## config.mk

```make
export PLATFORM = sky130hd
export DESIGN_NAME = h14tx_island_packetizer
export DESIGN_NICKNAME = d
export VERILOG_FILES = /design/src/rtl/h14tx_pkg.sv /design/src/rtl/h14tx_bch_ecc.sv /design/src/rtl/h14tx_island_packetizer.sv
export SDC_FILE = /design/constraint.sdc
export NUM_CORES = 1
export LEC_CHECK = 0
export CELL_PAD_IN_SITES_DETAIL_PLACEMENT = 0
export CELL_PAD_IN_SITES_GLOBAL_PLACEMENT = 1
export CORE_MARGIN = 4
export CORE_UTILIZATION = 42
export DETAILED_ROUTE_END_ITERATION = 8
export GPL_TIMING_DRIVEN = 0
export PLACE_DENSITY = 0.86
export SYNTH_ARGS = -nofsm -noshare
export SYNTH_HDL_FRONTEND = slang
export SYNTH_SLANG_ARGS = --single-unit
```

## constraint.sdc

```tcl
create_clock -name i_clk -period 6.1 [get_ports i_clk]
set_input_delay 0.915 -clock i_clk [delete_from_list [all_inputs] [get_ports i_clk]]
set_output_delay 0.915 -clock i_clk [all_outputs]
set_load 0.03 [all_outputs]
```

## src/rtl/h14tx_pkg.sv

```systemverilog
// Shared types and constants for the HDMI 1.4 transmitter data-island path.
// Holds the period encoding used by the timing generator, the packet layout
// and the serial BCH step shared by the ECC generators.
package h14tx_pkg;

  typedef enum logic [2:0] {
    PeriodControl    = 3'd0,
    PeriodPreamble   = 3'd1,
    PeriodGuardBand  = 3'd2,
    PeriodDataIsland = 3'd3,
    PeriodVideo      = 3'd4
  } period_t;

  localparam int PacketSlotLen = 32;
  localparam int SlotCntWidth  = $clog2(PacketSlotLen);
  localparam int NumSubpackets = 4;
  localparam int HdrDataBits   = 24;
  localparam int SubDataBits   = 56;
  localparam int EccBits       = 8;

  localparam logic [EccBits-1:0] BchPoly = 8'h83;

  // Slot positions where each stream switches from data bits to ECC bits.
  // The subpacket streams carry two bits per cycle, so their ECC starts at
  // half the data length.
  localparam logic [SlotCntWidth-1:0] HdrEccStart = SlotCntWidth'(HdrDataBits);
  localparam logic [SlotCntWidth-1:0] SubEccStart = SlotCntWidth'(SubDataBits / 2);
  localparam logic [SlotCntWidth-1:0] SlotLast    = SlotCntWidth'(PacketSlotLen - 1);

  typedef struct packed {
    logic [NumSubpackets-1:0][SubDataBits-1:0] sub;
    logic [HdrDataBits-1:0]                    header;
  } packet_t;

  // One serial BCH step: feedback is data XOR the bit about to leave the LFSR.
  function automatic logic [EccBits-1:0] bch_step(input logic [EccBits-1:0] ecc,
                                                  input logic               d);
    logic fb;
    fb = d ^ ecc[0];
    return (ecc >> 1) ^ (fb ? BchPoly : {EccBits{1'b0}});
  endfunction

endpackage

```

## src/rtl/h14tx_bch_ecc.sv

```systemverilog
// Serial BCH ECC generator for one packet stream.
// BitsPerCycle = 1 for the header stream, 2 for a subpacket stream (bit 0 of
// i_data is folded in first). i_clr restarts the LFSR from zero; when i_clr
// and i_en are both high the update starts from zero in the same cycle, so the
// first data bit of a slot is never lost.
module h14tx_bch_ecc
  import h14tx_pkg::*;
#(
  parameter int BitsPerCycle = 1
) (
  input  logic                    i_clk,
  input  logic                    i_rst_n,
  input  logic                    i_clr,
  input  logic                    i_en,
  input  logic [BitsPerCycle-1:0] i_data,
  output logic [EccBits-1:0]      o_ecc
);

  if (BitsPerCycle < 1 || BitsPerCycle > 2) begin : g_bad_bits_per_cycle
    $error("h14tx_bch_ecc supports 1 or 2 bits per cycle");
  end

  logic [EccBits-1:0] r_ecc;
  logic [EccBits-1:0] w_base;
  logic [EccBits-1:0] w_next;

  // Fold this cycle's data bits into the LFSR, starting from zero on clear.
  always_comb begin
    w_base = i_clr ? {EccBits{1'b0}} : r_ecc;
    w_next = w_base;
    for (int b = 0; b < BitsPerCycle; b++) begin
      w_next = bch_step(w_next, i_data[b]);
    end
  end

  // LFSR state: advances on data bits, holds while ECC bits are being sent.
  always_ff @(posedge i_clk) begin
    if (!i_rst_n) begin
      r_ecc <= '0;
    end else if (i_en) begin
      r_ecc <= w_next;
    end else if (i_clr) begin
      r_ecc <= '0;
    end
  end

  assign o_ecc = r_ecc;

endmodule

```

## src/rtl/h14tx_island_packetizer.sv

```systemverilog
// Data-island payload stage: serialises one packet per 32-cycle slot into the
// TERC4 nibbles of channels 0..2, appending BCH ECC per stream, and fills slots
// with null packets when no packet is offered.
// Optional feature macro: H14TX_PKT_STATS_EN adds saturating counters of
// completed real and null packets (o_pkt_sent_cnt, o_null_cnt).
module h14tx_island_packetizer
  import h14tx_pkg::*;
#(
  parameter int StatsWidth = 16
) (
  input  logic                                      i_clk,
  input  logic                                      i_rst_n,
  input  period_t                                   i_period,
  input  logic                                      i_hsync,
  input  logic                                      i_vsync,
  input  logic                                      i_pkt_valid,
  output logic                                      o_pkt_ready,
  input  logic [HdrDataBits-1:0]                    i_pkt_header,
  input  logic [NumSubpackets-1:0][SubDataBits-1:0] i_pkt_sub,
  output period_t                                   o_period_q,
  output logic                                      o_hsync_q,
  output logic                                      o_vsync_q,
  output logic [3:0]                                o_terc4_ch0,
  output logic [3:0]                                o_terc4_ch1,
  output logic [3:0]                                o_terc4_ch2,
  output logic                                      o_err_trunc
`ifdef H14TX_PKT_STATS_EN
  ,
  output logic [StatsWidth-1:0]                     o_pkt_sent_cnt,
  output logic [StatsWidth-1:0]                     o_null_cnt
`endif
);

  if (StatsWidth < 1) begin : g_bad_stats_width
    $error("StatsWidth must be at least 1");
  end

  logic                                      w_island;
  logic                                      w_slot_start;
  logic                                      w_accept;
  packet_t                                   w_new_pkt;
  logic [SlotCntWidth-1:0]                   r_cnt;
  logic [HdrDataBits-1:0]                    r_hdr_sr;
  logic [NumSubpackets-1:0][SubDataBits-1:0] r_sub_sr;
  logic                                      r_slot_real;
  logic                                      r_prev_island;
  logic                                      w_hdr_data;
  logic                                      w_hdr_bit;
  logic [NumSubpackets-1:0][1:0]             w_sub_data;
  logic [NumSubpackets-1:0][1:0]             w_sub_bits;
  logic [EccBits-1:0]                        w_hdr_ecc;
  logic [NumSubpackets-1:0][EccBits-1:0]     w_sub_ecc;
  logic                                      w_ecc_clr;
  logic                                      w_hdr_ecc_en;
  logic                                      w_sub_ecc_en;
  logic [3:0]                                w_ch0;
  logic [3:0]                                w_ch1;
  logic [3:0]                                w_ch2;

  assign w_island     = (i_period == PeriodDataIsland);
  assign w_slot_start = w_island && (r_cnt == '0);
  assign o_pkt_ready  = i_rst_n && w_slot_start;
  assign w_accept     = o_pkt_ready && i_pkt_valid;

  // Packet for a starting slot: the offered one, or an all-zero null packet.
  always_comb begin
    w_new_pkt = '0;
    if (w_accept) begin
      w_new_pkt.header = i_pkt_header;
      w_new_pkt.sub    = i_pkt_sub;
    end
  end

  // Slot position: counts island cycles modulo 32, parked at 0 elsewhere.
  always_ff @(posedge i_clk) begin
    if (!i_rst_n) begin
      r_cnt <= '0;
    end else if (w_island) begin
      r_cnt <= r_cnt + 1'b1;
    end else begin
      r_cnt <= '0;
    end
  end

  // Payload shift registers. Bit 0 of a new packet goes out straight from the
  // input in the slot's first cycle, so only the remaining bits are stored.
  always_ff @(posedge i_clk) begin
    if (!i_rst_n) begin
      r_hdr_sr    <= '0;
      r_sub_sr    <= '0;
      r_slot_real <= 1'b0;
    end else if (w_slot_start) begin
      r_hdr_sr    <= w_new_pkt.header >> 1;
      for (int k = 0; k < NumSubpackets; k++) begin
        r_sub_sr[k] <= w_new_pkt.sub[k] >> 2;
      end
      r_slot_real <= w_accept;
    end else if (w_island) begin
      r_hdr_sr <= r_hdr_sr >> 1;
      for (int k = 0; k < NumSubpackets; k++) begin
        r_sub_sr[k] <= r_sub_sr[k] >> 2;
      end
    end
  end

  // Current data bits, then switch each stream to its ECC once data is done.
  always_comb begin
    w_hdr_data = (r_cnt == '0) ? w_new_pkt.header[0] : r_hdr_sr[0];
    w_hdr_bit  = (r_cnt < HdrEccStart) ? w_hdr_data : w_hdr_ecc[r_cnt[2:0]];
    for (int k = 0; k < NumSubpackets; k++) begin
      w_sub_data[k] = (r_cnt == '0) ? w_new_pkt.sub[k][1:0] : r_sub_sr[k][1:0];
      w_sub_bits[k] = (r_cnt < SubEccStart) ? w_sub_data[k]
                    : {w_sub_ecc[k][{r_cnt[1:0], 1'b1}], w_sub_ecc[k][{r_cnt[1:0], 1'b0}]};
    end
  end

  assign w_ecc_clr    = !w_island || (r_cnt == '0);
  assign w_hdr_ecc_en = w_island && (r_cnt < HdrEccStart);
  assign w_sub_ecc_en = w_island && (r_cnt < SubEccStart);

  h14tx_bch_ecc #(
    .BitsPerCycle(1)
  ) u_hdr_ecc (
    .i_clk  (i_clk),
    .i_rst_n(i_rst_n),
    .i_clr  (w_ecc_clr),
    .i_en   (w_hdr_ecc_en),
    .i_data (w_hdr_data),
    .o_ecc  (w_hdr_ecc)
  );

  for (genvar k = 0; k < NumSubpackets; k++) begin : g_sub_ecc
    h14tx_bch_ecc #(
      .BitsPerCycle(2)
    ) u_sub_ecc (
      .i_clk  (i_clk),
      .i_rst_n(i_rst_n),
      .i_clr  (w_ecc_clr),
      .i_en   (w_sub_ecc_en),
      .i_data (w_sub_data[k]),
      .o_ecc  (w_sub_ecc[k])
    );
  end

  // Assemble the three TERC4 nibbles; channel 0 bit 3 marks non-first cycles.
  always_comb begin
    w_ch0 = {r_prev_island, w_hdr_bit, i_vsync, i_hsync};
    w_ch1 = '0;
    w_ch2 = '0;
    for (int k = 0; k < NumSubpackets; k++) begin
      w_ch1[k] = w_sub_bits[k][0];
      w_ch2[k] = w_sub_bits[k][1];
    end
  end

  // Registered outputs: one cycle behind the timing generator inputs.
  always_ff @(posedge i_clk) begin
    if (!i_rst_n) begin
      o_period_q  <= PeriodControl;
      o_hsync_q   <= 1'b0;
      o_vsync_q   <= 1'b0;
      o_terc4_ch0 <= '0;
      o_terc4_ch1 <= '0;
      o_terc4_ch2 <= '0;
    end else begin
      o_period_q  <= i_period;
      o_hsync_q   <= i_hsync;
      o_vsync_q   <= i_vsync;
      o_terc4_ch0 <= w_island ? w_ch0 : 4'h0;
      o_terc4_ch1 <= w_island ? w_ch1 : 4'h0;
      o_terc4_ch2 <= w_island ? w_ch2 : 4'h0;
    end
  end

  // Remember whether the previous cycle was island; cleared so the first
  // island cycle after reset is also flagged as a first cycle.
  always_ff @(posedge i_clk) begin
    if (!i_rst_n) begin
      r_prev_island <= 1'b0;
    end else begin
      r_prev_island <= w_island;
    end
  end

  // Sticky truncation flag: island left while a slot was still in progress.
  always_ff @(posedge i_clk) begin
    if (!i_rst_n) begin
      o_err_trunc <= 1'b0;
    end else if (!w_island && (r_cnt != '0)) begin
      o_err_trunc <= 1'b1;
    end
  end

`ifdef H14TX_PKT_STATS_EN
  logic                  w_slot_done;
  logic [StatsWidth-1:0] r_pkt_sent_cnt;
  logic [StatsWidth-1:0] r_null_cnt;

  assign w_slot_done = w_island && (r_cnt == SlotLast);

  // Saturating counts of slots that ran to completion, split by packet kind.
  always_ff @(posedge i_clk) begin
    if (!i_rst_n) begin
      r_pkt_sent_cnt <= '0;
      r_null_cnt     <= '0;
    end else if (w_slot_done) begin
      if (r_slot_real) begin
        if (r_pkt_sent_cnt != {StatsWidth{1'b1}}) begin
          r_pkt_sent_cnt <= r_pkt_sent_cnt + 1'b1;
        end
      end else begin
        if (r_null_cnt != {StatsWidth{1'b1}}) begin
          r_null_cnt <= r_null_cnt + 1'b1;
        end
      end
    end
  end

  assign o_pkt_sent_cnt = r_pkt_sent_cnt;
  assign o_null_cnt     = r_null_cnt;
`endif

endmodule

```

Word level (Yosys, flattened, before mapping)
Cells that the tools add are included.

Bits of input ports: 256. Register bits: 303. Word-level logic and storage cells: 108.

Bitwise operators: 18. Multiplexer cells: 52. Equal/unequal tests: 1. Reductions and logical operators: 12. Add/sub/neg operators: 1. Order comparisons: 5.

Operators by type and width (number): $mux W222 (2); $mux W248 (1); $mux W8 (19); $xor A7 B8 Y8 (9); $mux W23 (2); $bmux W1 S2 (8); $mux W2 (8); $lt A3 B4 Y1 const B (3); $mux W1 (11); $lt A5 B5 Y1 const B (2); $xor A1 B1 Y1 (9); $logic_and A1 B1 Y1 (6); $add A5 B1 Y5 const B (1); $logic_not A5 Y1 (1); $reduce_bool A5 Y1 (1); $bmux W1 S3 (1); $eq A3 B2 Y1 const B (1); $reduce_and A2 Y1 (1); $reduce_bool A2 Y1 (1); $logic_not A1 Y1 (1); $logic_or A1 B1 Y1 (1).

Depth between registers and ports, before layout
Word-level depth: 13. Depth in mapped cells: 10.

Hierarchy
From an unflattened synthesis, not the netlist that was laid out.

Cell total of the unflattened synthesis: 1715. Area, all modules: 14228.6 um^2.

Modules (own cells, without submodules): h14tx_island_packetizer (cells an instance 1498, area each 12184.2 um^2, times used 1); h14tx_bch_ecc (g_sub_ecc[0].u_sub_ecc ...) (cells an instance 44, area each 417.9 um^2, times used 4); h14tx_bch_ecc (u_hdr_ecc) (cells an instance 41, area each 372.9 um^2, times used 1).

Least setup slack after synthesis
No wires, ideal clock.

Kind: register to output. From: register r_cnt[0]. To: output o_pkt_ready. Setup slack: 2991 ps. Stages on the path, launching flop included: 9. Data arrival time: 2194 ps. Cell sequence: dfxtp_1 > clkbuf_1 > inv_1 > ha_1 > or4b_1 > buf_4 > buf_6 > clkbuf_1 > nor2_1.

Longest elaborated chain between the ends: 3.

RTL lines: from (decl) (RTL line h14tx_island_packetizer.sv:42) `logic [SlotCntWidth-1:0] r_cnt;`; from (signal assigned) (RTL line h14tx_island_packetizer.sv:79) `r_cnt <= r_cnt + 1'b1;`; $logic_not A5 Y1 (RTL line h14tx_island_packetizer.sv:61) `assign w_slot_start = w_island && (r_cnt == '0);`; $logic_and A1 B1 Y1 (RTL line h14tx_island_packetizer.sv:61); $logic_and A1 B1 Y1 (RTL line h14tx_island_packetizer.sv:62) `assign o_pkt_ready = i_rst_n && w_slot_start;`; to (decl) (RTL line h14tx_island_packetizer.sv:17) `output logic o_pkt_ready,`.

No other way between the ends.

Final worst setup path
Same ends and word-level chain as after synthesis.

==> results.toml <==
[yosys]
total_of_warnings_raised_by_yosys = 0
post_synthesis_instance_total = 1692
synth-seq-area-share = 0.430
synth-async-reset-ratio = 0
syn_std_cell_area_sq_mm = 0.0141
ys.flop_type = "dfxtp_1"
synth_seq_cells = 303
syn-num-nets = 1950
avgSynthCellArea_sq_um = 8.34
synth-edff-count = 0
yosys.cell_types.count = 42

[timing]
setup_repair_after_global_routing_missed_its_margin = "no"
timing.setup.tns_ns = 0
worst_slew_pin_slew_ns = 0.957
final-max-slew-violation-count = 0
hold_viol = 0
setup_viol = 0
fin_crit_ns = 4.63
clock.fmax_mhz = 216
headroom_to_the_max_slew_limit = 0.362
clock-skew-final_ns = 0.00893
timing.final.crit_share = 0.759

[cells_and_area]
nFillCells = 3079
design.final.nets = 2261
drive_above_1_share = 0.0474
layout.cells.most_common_list = "nand3_1, dfxtp_1, nand2_1, clkdlybuf4s50_1, o211a_1"
syn2layout_area_growth_pct = 32.0
final_common_cell = "nand3_1"

[grt]
grt_use_total = 0.223
overflow = 0
grt_max_degree = 15
antenna_found_initial = 6
grt_pass1_wl_microns = 67600
grt_pass1_vias = 13300

[drt]
detail_route.iter0.violations = 964
number_of_iterations_in_the_first_detailed_routing_pass = 5
wirelength_microns = 42400
detail_route.vias_per_cell = 5.51
postRouteAntennaNets = 0
wl_per_cell_microns = 17.2
detail_route.drc_violations = 0
vias = 13600

[power_and_ir_drop]
power_density_mw_per_mm2 = 258
totalPowerFinal_mw = 4.81
max-vdd-ir-drop_mv = 0.174
p_leak_nw = 8.68

[critical_path]
critical_path.max_fanout = 10
critical_path.startpoint_type = "flip-flop"
timing_worst_setup_path_type = "flip-flop to output pin"
cp_data_arrival_time_ns = 3.71
critPathCaptureType = "output pin"
required_ns = 5.18

[clock_network]
cts-root-to-sink-buffers = 3
clock_tree_from_tritoncts = "built"
cts_num_sinks = 303
cts_inserted_buffers = 35
clock-root-buffer = "clkbuf_16"
cts.repair.resized = 0
postCtsHoldBufs = 0
htree_levels = 2
cts_setup_buffers = 0
clk_pin_slew_ns = 0.06
clock_insertion_delay_worst_skew_ns = 0.50

[place]
dpl.hpwl_microns = 29900
finalWeightedCongestion = 0.838
place.port_buffers = 274

[floorplanning]
fp-row-count = 66
die_area_sq_mm = 0.0366
initial_util = 0.429
floorplan.io_pins = 275
die_width_microns = 191
core_area_sq_mm = 0.0329
dieHeight_microns = 191

[job]
cap_viol_max_count = 0

[hold_path]
worstHoldPathType = "flip-flop to flip-flop"

[outcome]
run_status = "finished clean"
## cell usage after synthesis (all sizes together) (4+ instances only)
cell,number,area (sq um)
mux4,10,225
dfxtp,303,6070
a211oi,4,30.0
clkbuf,146,549
xnor2,14,123
nand3,468,2340
o21ai,22,110
nor3,4,42.5
a22oi,13,97.6
buf,36,191
nor2,13,48.8
and3,4,25.0
xor2,20,175
o211a,230,2300
and2,11,68.8
a21oi,53,265
nand4,4,25.0
nor2b,12,75.1
mux2i,4,40.0
nand2,296,1110
## power breakdown
group | switching [mW] | total (mW) | internal, mW | leakage [nW]
Sequential | 0.0419 | 2.10 | 2.06 | 2.47
Clock | 0.817 | 2.21 | 1.39 | 0.593
Combinational | 0.236 | 0.504 | 0.268 | 5.62
Total | 1.09 | 4.81 | 3.72 | 8.68
## critical path, stage by stage (launching register included)
cell and delay, ns:
dfxtp_1 0.47, clkbuf_1 0.59, inv_1 0.10, ha_1 0.23, or4b_1 0.16, buf_4 0.18
buf_6 0.19, clkbuf_1 0.51, nor2_1 0.11, clkdlybuf4s50_1 0.67
## metal layers
metal / GRT usage / part of all wire
met3: 0.0488 / 0.074
met1: 0.303 / 0.45
met5: 0 / 0.0016
met4: 0.0503 / 0.017
met2: 0.366 / 0.46
## cells by family after synthesis
group | after synthesis | share of synthesized area
AO/OA/AOI/OAI | 334 | 0.205
XOR/XNOR | 34 | 0.0211
adder cells (fa/ha/maj) | 2 | 0.00177
buffers and inverters | 185 | 0.0533
flip-flops | 303 | 0.430
multiplexers | 14 | 0.0188
AND/OR/NAND/NOR | 820 | 0.270
## final cells by class
class,instances,area (sq um),share of cell area
diodes,2,5.00,0.000269
plain buffers,182,741,0.0398
clock buffers,46,990,0.0531
clock inverters,13,221,0.0119
inverters,3,11.3,0.000605
multi-input cells,1204,7300,0.392
flip-flops and latches,303,6070,0.326
well taps,442,553,0.0297
repair buffers,274,2740,0.147
## path summary, 6_finish.rpt
check,depth (start not counted),slack (ns),from,to
worst min register to register,1,0.43,r_prev_island$_SDFF_PN0_,o_terc4_ch0[3]$_SDFF_PN0_
worst max register to register,9,2.94,r_cnt[0]$_SDFF_PN0_,r_sub_sr[50]$_SDFFE_PN0P_
worst max-delay path,9,1.47,r_cnt[0]$_SDFF_PN0_,o_pkt_ready
worst min-delay path,1,0.43,r_prev_island$_SDFF_PN0_,o_terc4_ch0[3]$_SDFF_PN0_
## metrics by stage
step | std cells | cell area (sq um) | utilization | hold WS, ns | setup slack [ns]
2_1_floorplan | 1692 | 14100 | - | 0.406 | 2.99
3_3_place_gp | 2408 | 17400 | 0.530 | 0.414 | 2.00
3_5_place_dp | 2408 | 17400 | 0.530 | 0.417 | 2.03
4_1_cts | 2467 | 18600 | 0.567 | 0.432 | 1.47
5_1_grt | 2468 | 18600 | 0.567 | 0.459 | 1.30
6_report | 2469 | 18600 | 0.567 | 0.433 | 1.47
## state kept, by name, indices dropped and copies added, names as in the netlist, 4 cells and up
register                   cells
r_cnt                          5
r_sub_sr                     216
o_terc4_ch0                    4
o_terc4_ch1                    4
u_hdr_ecc.o_ecc                8
o_terc4_ch2                    4
g_sub_ecc.u_sub_ecc.o_ecc     32
r_hdr_sr                      23
Note: power is estimated with default switching activity, not from simulation.
